--- src/rtl/generic_pack.sv ---
// Shared types and default geometry for the AXI4-Stream video ingress path.
package generic_pack;

    localparam int unsigned DEF_IMG_WIDTH  = 1920;
    localparam int unsigned DEF_IMG_HEIGHT = 1080;

    typedef enum logic {
        WAIT_SOF = 1'b0,
        IN_FRAME = 1'b1
    } rx_state_e;

    // Sideband half of a FIFO entry; the top appends its own DATA_WIDTH tdata field.
    typedef struct packed {
        logic tuser;
        logic tlast;
    } vid_side_t;

endpackage

--- src/rtl/axi4s_fwft_fifo.sv ---
// Generic first-word-fall-through FIFO with wrap-bit pointers and occupancy output.
module axi4s_fwft_fifo #(
    parameter int unsigned WIDTH = 8,
    parameter int unsigned DEPTH = 16,
    localparam int unsigned AW   = $clog2(DEPTH)
) (
    input  logic             clk_i,
    input  logic             rst_ni,
    input  logic             wr_en_i,
    input  logic [WIDTH-1:0] wr_data_i,
    input  logic             rd_en_i,
    output logic [WIDTH-1:0] rd_data_o,
    output logic             full_o,
    output logic             empty_o,
    output logic [AW:0]      fill_level_o
);

    localparam logic [AW:0] PTR_ONE = (AW + 1)'(1);

    logic [WIDTH-1:0] mem_q [DEPTH];
    logic [AW:0]      wr_ptr_q, wr_ptr_d;
    logic [AW:0]      rd_ptr_q, rd_ptr_d;
    logic             push, pop;

    assign push = wr_en_i & ~full_o;
    assign pop  = rd_en_i & ~empty_o;

    always_comb begin
        wr_ptr_d = wr_ptr_q;
        rd_ptr_d = rd_ptr_q;
        if (push) wr_ptr_d = wr_ptr_q + PTR_ONE;
        if (pop)  rd_ptr_d = rd_ptr_q + PTR_ONE;
    end

    always_ff @(posedge clk_i or negedge rst_ni) begin
        if (!rst_ni) begin
            wr_ptr_q <= '0;
            rd_ptr_q <= '0;
        end else begin
            wr_ptr_q <= wr_ptr_d;
            rd_ptr_q <= rd_ptr_d;
        end
    end

    always_ff @(posedge clk_i) begin
        if (push) mem_q[wr_ptr_q[AW-1:0]] <= wr_data_i;
    end

    assign empty_o      = (wr_ptr_q == rd_ptr_q);
    assign full_o       = (wr_ptr_q[AW] != rd_ptr_q[AW]) &&
                          (wr_ptr_q[AW-1:0] == rd_ptr_q[AW-1:0]);
    assign fill_level_o = wr_ptr_q - rd_ptr_q;
    // Storage is not reset, so mask the head entry to keep outputs zero while empty.
    assign rd_data_o    = empty_o ? '0 : mem_q[rd_ptr_q[AW-1:0]];

endmodule

--- src/rtl/axi4s_video_rx_sync_fifo.sv ---
// AXI4-Stream video ingress: FWFT buffering, SOF lock, line/frame geometry checking.
// Define AXI4S_DROP_UNSYNC_EN to discard beats that arrive before the first SOF.
module axi4s_video_rx_sync_fifo
    import generic_pack::*;
#(
    parameter int unsigned DATA_WIDTH = 24,
    parameter int unsigned FIFO_DEPTH = 16,
    parameter int unsigned IMG_WIDTH  = DEF_IMG_WIDTH,
    parameter int unsigned IMG_HEIGHT = DEF_IMG_HEIGHT,
    parameter int unsigned CNT_WIDTH  = 12
) (
    input  logic                          aclk,
    input  logic                          aresetn,
    input  logic                          s_axis_tvalid,
    output logic                          s_axis_tready,
    input  logic [DATA_WIDTH-1:0]         s_axis_tdata,
    input  logic                          s_axis_tuser,
    input  logic                          s_axis_tlast,
    output logic                          m_axis_tvalid,
    input  logic                          m_axis_tready,
    output logic [DATA_WIDTH-1:0]         m_axis_tdata,
    output logic                          m_axis_tuser,
    output logic                          m_axis_tlast,
    output logic [$clog2(FIFO_DEPTH):0]   fill_level,
    output logic [CNT_WIDTH-1:0]          pixel_cnt,
    output logic [CNT_WIDTH-1:0]          line_cnt,
    output logic                          frame_done,
    output logic                          err_early_eol,
    output logic                          err_late_eol,
    output logic                          err_sof_mid,
    input  logic                          err_clr
);

    localparam logic [CNT_WIDTH-1:0] PIX_LAST  = CNT_WIDTH'(IMG_WIDTH - 1);
    localparam logic [CNT_WIDTH-1:0] LINE_LAST = CNT_WIDTH'(IMG_HEIGHT - 1);
    localparam logic [CNT_WIDTH-1:0] CNT_ONE   = CNT_WIDTH'(1);

    typedef struct packed {
        vid_side_t             side;
        logic [DATA_WIDTH-1:0] tdata;
    } fifo_entry_t;

    rx_state_e            state_q, state_d;
    logic                 ready_q;
    logic [CNT_WIDTH-1:0] pixel_cnt_q, pixel_cnt_d;
    logic [CNT_WIDTH-1:0] line_cnt_q, line_cnt_d;
    logic                 frame_done_q, frame_done_d;
    logic                 err_early_q, err_early_d;
    logic                 err_late_q, err_late_d;
    logic                 err_sof_q, err_sof_d;

    logic                 accept, wr_en, fifo_full, fifo_empty;
    logic                 sync, eol, set_early, set_late, set_sof;
    logic [CNT_WIDTH-1:0] pix, line;
    fifo_entry_t          wr_entry, rd_entry;

    assign accept        = s_axis_tvalid & s_axis_tready;
    // ready_q holds tready low through reset and the first edge after release.
    assign s_axis_tready = ready_q & ~fifo_full;
    assign m_axis_tvalid = ~fifo_empty;

`ifdef AXI4S_DROP_UNSYNC_EN
    assign wr_en = accept & ((state_q == IN_FRAME) | s_axis_tuser);
`else
    assign wr_en = accept;
`endif

    assign wr_entry.side.tuser = s_axis_tuser;
    assign wr_entry.side.tlast = s_axis_tlast;
    assign wr_entry.tdata      = s_axis_tdata;

    axi4s_fwft_fifo #(
        .WIDTH ($bits(fifo_entry_t)),
        .DEPTH (FIFO_DEPTH)
    ) u_fifo (
        .clk_i        (aclk),
        .rst_ni       (aresetn),
        .wr_en_i      (wr_en),
        .wr_data_i    (wr_entry),
        .rd_en_i      (m_axis_tready),
        .rd_data_o    (rd_entry),
        .full_o       (fifo_full),
        .empty_o      (fifo_empty),
        .fill_level_o (fill_level)
    );

    assign m_axis_tdata = rd_entry.tdata;
    assign m_axis_tuser = rd_entry.side.tuser;
    assign m_axis_tlast = rd_entry.side.tlast;

    // An SOF beat is treated as pixel 0 of line 0, so the line-end checks apply to it too.
    always_comb begin
        state_d      = state_q;
        pixel_cnt_d  = pixel_cnt_q;
        line_cnt_d   = line_cnt_q;
        frame_done_d = 1'b0;
        sync         = 1'b0;
        eol          = 1'b0;
        set_early    = 1'b0;
        set_late     = 1'b0;
        set_sof      = 1'b0;
        pix          = pixel_cnt_q;
        line         = line_cnt_q;

        if (accept) begin
            if (s_axis_tuser) begin
                sync    = 1'b1;
                pix     = '0;
                line    = '0;
                set_sof = (state_q == IN_FRAME);
            end else if (state_q == IN_FRAME) begin
                sync = 1'b1;
            end
        end

        if (sync) begin
            eol       = s_axis_tlast | (pix == PIX_LAST);
            set_early = s_axis_tlast & (pix < PIX_LAST);
            set_late  = ~s_axis_tlast & (pix == PIX_LAST);
            state_d   = IN_FRAME;
            if (eol) begin
                pixel_cnt_d = '0;
                if (line == LINE_LAST) begin
                    line_cnt_d   = '0;
                    frame_done_d = 1'b1;
                    state_d      = WAIT_SOF;
                end else begin
                    line_cnt_d = line + CNT_ONE;
                end
            end else begin
                pixel_cnt_d = pix + CNT_ONE;
                line_cnt_d  = line;
            end
        end

        err_early_d = set_early | (err_early_q & ~err_clr);
        err_late_d  = set_late  | (err_late_q  & ~err_clr);
        err_sof_d   = set_sof   | (err_sof_q   & ~err_clr);
    end

    always_ff @(posedge aclk or negedge aresetn) begin
        if (!aresetn) begin
            state_q      <= WAIT_SOF;
            ready_q      <= 1'b0;
            pixel_cnt_q  <= '0;
            line_cnt_q   <= '0;
            frame_done_q <= 1'b0;
            err_early_q  <= 1'b0;
            err_late_q   <= 1'b0;
            err_sof_q    <= 1'b0;
        end else begin
            state_q      <= state_d;
            ready_q      <= 1'b1;
            pixel_cnt_q  <= pixel_cnt_d;
            line_cnt_q   <= line_cnt_d;
            frame_done_q <= frame_done_d;
            err_early_q  <= err_early_d;
            err_late_q   <= err_late_d;
            err_sof_q    <= err_sof_d;
        end
    end

    assign pixel_cnt     = pixel_cnt_q;
    assign line_cnt      = line_cnt_q;
    assign frame_done    = frame_done_q;
    assign err_early_eol = err_early_q;
    assign err_late_eol  = err_late_q;
    assign err_sof_mid   = err_sof_q;

endmodule

--- config.mk ---
export PLATFORM = sky130hd
export DESIGN_NAME = axi4s_video_rx_sync_fifo
export DESIGN_NICKNAME = d
export VERILOG_FILES = /design/src/rtl/generic_pack.sv /design/src/rtl/axi4s_fwft_fifo.sv /design/src/rtl/axi4s_video_rx_sync_fifo.sv
export SDC_FILE = /design/constraint.sdc
export NUM_CORES = 1
export LEC_CHECK = 0
export CAP_MARGIN = 10
export CORE_ASPECT_RATIO = 0.7
export CORE_MARGIN = 2
export CORE_UTILIZATION = 64
export DETAILED_ROUTE_END_ITERATION = 10
export GPL_ROUTABILITY_DRIVEN = 0
export GPL_TIMING_DRIVEN = 0
export PLACE_DENSITY_LB_ADDON = 0.2
export SLEW_MARGIN = 20
export SYNTH_ARGS = -nofsm -noshare
export SYNTH_HDL_FRONTEND = slang
export SYNTH_SLANG_ARGS = --single-unit
--- constraint.sdc ---
create_clock -name aclk -period 9.1 [get_ports aclk]
set_input_delay 1.365 -clock aclk [delete_from_list [all_inputs] [get_ports aclk]]
set_output_delay 1.365 -clock aclk [all_outputs]
set_load 0.005 [all_outputs]
==> results.txt <==
The proportion of power drawn by the clock network is 26.8%. The initial core utilization came out at 65.4%. The number of global-route vias before repair is 10.2k.

The layout filler cell count is 1466. The sum of negative setup slack is 0 ns. Of all nets on the critical path, the largest fanout is 11. The area added between synthesis and finish is 17.8%. The placed instances occupy a cell area of 20200 sq um. The worst setup path endpoint is m_axis_tdata[10]. The floorplan has 51 rows.

The maximum frequency from static timing analysis is 149 MHz. The final clock period utilization by the worst path came out at 73.7%. Setup slack closes at 2.39 ns. The detail route stage leaves a number of antenna-violating nets equal to 0. Counting flops and latches in the post-synthesis netlist gives 456. The placement-stage worst setup slack is 2.99 ns.

The final standard cell count with taps included and fillers excluded is 1470. The flow ran to the end, and the final reports show no timing, DRC or antenna violations. Across the routed clock network, the largest skew measured is 0.0121 ns.

The summed instance area of the synthesized netlist came out at 18300 sq um. The net count reported at finish is 1109. The share of async-settable or async-resettable flops after synthesis is 8.77%. The footprint of the flip-flops and latches came out at 13500 sq um. The clock drives 456 sinks. TritonCTS built the clock tree. The cell that appears most often on the critical path is sky130_fd_sc_hd__clkbuf_1. The final-report hold violation count was 0.

The signal on the critical path passes through clkbuf_1 -> clkbuf_1 -> buf_1 -> inv_1 -> ha_1 -> and4_1 -> buf_2 -> nand2_1 -> clkbuf_1 -> clkbuf_1 -> and2_1 -> clkdlybuf4s50_1. The number of logic stages on the critical path including buffering came out at 12. The tree is rooted in a sky130_fd_sc_hd__clkbuf_16. The die extent in y came out at 145 microns. The leakage power summed over all cells is 7.00 nW. The minimum clock period after layout is 6.71 ns. The deepest level of the CTS H-tree is 2. The routed design has 45100 microns of wire.

The worst-case IR drop observed on VDD is 164 uV. The total instance count after detailed placement is 1394. The portion of total power attributed to combinational logic is 34.2%.

In this run the critical register-to-register path is launched from u_fifo.rd_ptr_q[1]$_DFFE_PN0P_. The routed wirelength normalized by instance count came out at 30.7 microns. The switching power share of the total is 29.2%.

The sum of internal, switching and leakage power came out at 6.38 mW. The endpoint arrival time on the critical path is 5.34 ns. The distinct cell type count after synthesis came out at 61.

The worst setup path is captured at a primary output. The detailed-routing iteration count for the pre-antenna-repair pass came out at 5. The clock network latency to the later pin of the worst-skew pair came out at 0.54 ns. After synthesis, flip-flops and latches occupy 73.9% of the total area. The core utilization of the finished layout is 77.0%. The synthesized net count is 946. Cells with a size suffix above 1 make up 23.1% of the layout. The synthesized area per cell is 20.2 sq um. The longest individual stage delay on the worst path is 0.66 ns.

The floorplan die area is 29900 sq um. The core region is 27900 sq um. The number of enable flip-flop cells after synthesis is 416.

Setup violations remaining at the end of the flow were counted as 0. The number of buffers inserted by post-CTS setup repair is 0. Measured along the x axis, the die boundary spans 206 microns. By startpoint and endpoint, the worst setup path is classified as reg2out. In this run the critical register-to-register path is captured at line_cnt[4]$_DFFE_PN0P_. The half-perimeter wire length after detailed placement came out at 26700 microns.

The DRC violations left came out at 0. The standard cell with the maximum stage delay on the critical path is sky130_fd_sc_hd__buf_1. The cts-stage hold buffer count is 0.

The final non-filler cell area came out at 21500 sq um. The normalized max-slew margin came out at 27.6%. The worst setup path is launched from a flop. During synthesis, Yosys emitted a total of 0 warnings. Setup repair after global routing left no endpoint under its margin. The final max-slew violation count is 0. The number of gates resized after CTS was 0. The minimum setup slack among reg-to-reg paths is 3.45 ns. The count of pins on the block boundary is 92. The deepest clock path buffer count is 3. Cell internal power was estimated by the tool at 4.52 mW. The initial antenna violation count is 0. The maximum number of pins on one net before global-route repair is 31. The origin of the worst setup path is u_fifo.rd_ptr_q[1]$_DFFE_PN0P_.

The first routing iteration left 1379 violations. The area occupied by multi-input gates came out at 4630 sq um. The number of maximum-capacitance constraint violations came out at 0. The hold slack is 0.510 ns.

In this run the worst hold path is classified as reg2reg. The number of buffer and inverter stages on the critical path came out at 8. The number of clock buffers added by TritonCTS is 41.

The cell count after synthesis came out at 903. Among cell families on the critical path, the largest total delay comes from buffers and inverters. The switching power is 1.87 mW.

The wire length of the first global-routing pass came out at 67000 microns. The worst register-to-register path has a depth of 17. The total routing resource utilization after global routing came out at 31.4%. The pin slew with the least headroom to its limit is 1.09 ns. The required arrival time at the worst endpoint is 7.74 ns. Summed over all layers, the global routing overflow is 0.

The power per cell area came out at 297 nW/um^2. In the synthesized netlist the dominant register cell turns out to be sky130_fd_sc_hd__edfxtp_1. The total number of vias is 10.1k. The count of buffers from port buffering is 91.

Dividing the detail-routed via count by the number of cells gives 6.88. The proportion of power drawn by flip-flops and latches is 39.0%. Clock-pin slew was measured on the worst setup and hold paths at 0.06 ns.
cells by family (layout without fill, tap and decap cells):
group,count (synthesis),count (layout),synth area share [%]
simple gates,154,154,4.46
xor+xnor,13,13,0.623
buf+inv,63,258,1.38
mux,131,131,16.1
other cells,1,2,0.0205
compound gates,73,73,2.69
flops,456,456,73.9
fa+ha+maj,12,12,0.863
sequential cells by signal (all words and copies together), names as in the netlist:
name,cells
err_early_eol,1
err_late_eol,1
err_sof_mid,1
frame_done,1
line_cnt,12
pixel_cnt,12
ready_q,1
state_q,1
u_fifo.mem_q,416
u_fifo.rd_ptr_q,5
u_fifo.wr_ptr_q,5
Yosys cell counts, drive strengths merged, types with 2 or more instances:
cell	instances	area share (%)
or4b	2	0.11
dfrtp	40	5.5
clkbuf	30	0.62
a211oi	3	0.12
xnor2	11	0.53
nor4	4	0.14
nand2	32	0.66
and2	29	0.99
xor2	2	0.096
ha	11	0.75
o22ai	3	0.10
or3	4	0.14
and3	6	0.21
o31ai	2	0.082
a21boi	2	0.082
inv	16	0.33
nor3	14	0.38
a31o	2	0.096
a32o	3	0.17
nand4	9	0.31
buf	17	0.44
nand3	14	0.38
o21ai	18	0.51
edfxtp	416	68
a21o	3	0.12
nor2	25	0.51
o32ai	2	0.096
nor2b	2	0.068
or4	3	0.14
a31oi	7	0.27
o211ai	4	0.16
a211o	2	0.096
mux4	130	16
nand2b	3	0.10
and4	2	0.096
a21oi	15	0.41
cell type report:
class | count | share of cell area [%]
well taps | 371 | 2.16
diodes | 1 | 0.0116
clock inverters | 22 | 0.837
clock buffers | 53 | 5.22
flip-flops and latches | 456 | 62.7
repair buffers | 120 | 6.37
plain buffers | 47 | 0.913
multi-input cells | 384 | 21.5
inverters | 16 | 0.279
power by group through the flow:
stage | registers, mW | clock network (mW) | logic (mW)
3_5_place_dp | 2.53 | 0 | 2.14
5_1_grt | 2.50 | 1.80 | 2.30
2_1_floorplan | 2.51 | 0 | 1.26
6_report | 2.49 | 1.71 | 2.18
3_3_place_gp | 2.53 | 0 | 2.05
4_1_cts | 2.49 | 1.72 | 2.19
layout by cell type (no fill, tap or decap), types with 4 or more instances in the layout:
master	instances
sky130_fd_sc_hd__o21ai_0	16
sky130_fd_sc_hd__a31oi_1	6
sky130_fd_sc_hd__buf_16	10
sky130_fd_sc_hd__xnor2_1	11
sky130_fd_sc_hd__clkbuf_1	38
sky130_fd_sc_hd__buf_1	7
sky130_fd_sc_hd__clkinv_2	8
sky130_fd_sc_hd__mux4_2	130
sky130_fd_sc_hd__ha_1	11
sky130_fd_sc_hd__a21oi_1	15
sky130_fd_sc_hd__clkbuf_16	43
sky130_fd_sc_hd__nor2_4	12
sky130_fd_sc_hd__and3_1	5
sky130_fd_sc_hd__o211ai_1	4
sky130_fd_sc_hd__clkdlybuf4s50_1	90
sky130_fd_sc_hd__clkinv_1	9
sky130_fd_sc_hd__buf_4	12
sky130_fd_sc_hd__nand2_1	32
sky130_fd_sc_hd__buf_6	5
sky130_fd_sc_hd__nor3_2	4
sky130_fd_sc_hd__nor4_1	4
sky130_fd_sc_hd__and2_1	29
sky130_fd_sc_hd__nor3_1	10
sky130_fd_sc_hd__dfrtp_1	40
sky130_fd_sc_hd__nand3_1	14
sky130_fd_sc_hd__buf_2	8
sky130_fd_sc_hd__edfxtp_1	416
sky130_fd_sc_hd__nor2_1	13
sky130_fd_sc_hd__inv_1	15
sky130_fd_sc_hd__or3_1	4
sky130_fd_sc_hd__nand4_1	9
metal layers:
layer | track usage [%] | vias to the layer above | share of wire, %
li1 | - | 4065 | -
met5 | 0 | - | 0
met1 | 47.5 | 5226 | 39
met4 | 9.14 | 0 | 2.8
met2 | 48.9 | 721 | 49
met3 | 5.15 | 108 | 9.7
how the worst min path moves through the flow:
stage / start / to / slack [ns] / depth (start not counted)
detailed placement: err_early_eol$_DFF_PN0_ / err_early_eol$_DFF_PN0_ / 0.50 / 1
floorplan: u_fifo.rd_ptr_q[2]$_DFFE_PN0P_ / u_fifo.rd_ptr_q[2]$_DFFE_PN0P_ / 0.49 / 1
CTS: err_early_eol$_DFF_PN0_ / err_early_eol$_DFF_PN0_ / 0.51 / 1
global route: u_fifo.rd_ptr_q[2]$_DFFE_PN0P_ / u_fifo.rd_ptr_q[2]$_DFFE_PN0P_ / 0.54 / 1
global placement: err_early_eol$_DFF_PN0_ / err_early_eol$_DFF_PN0_ / 0.49 / 1
finish: err_early_eol$_DFF_PN0_ / err_early_eol$_DFF_PN0_ / 0.51 / 1
(Power assumes the default switching activity.)
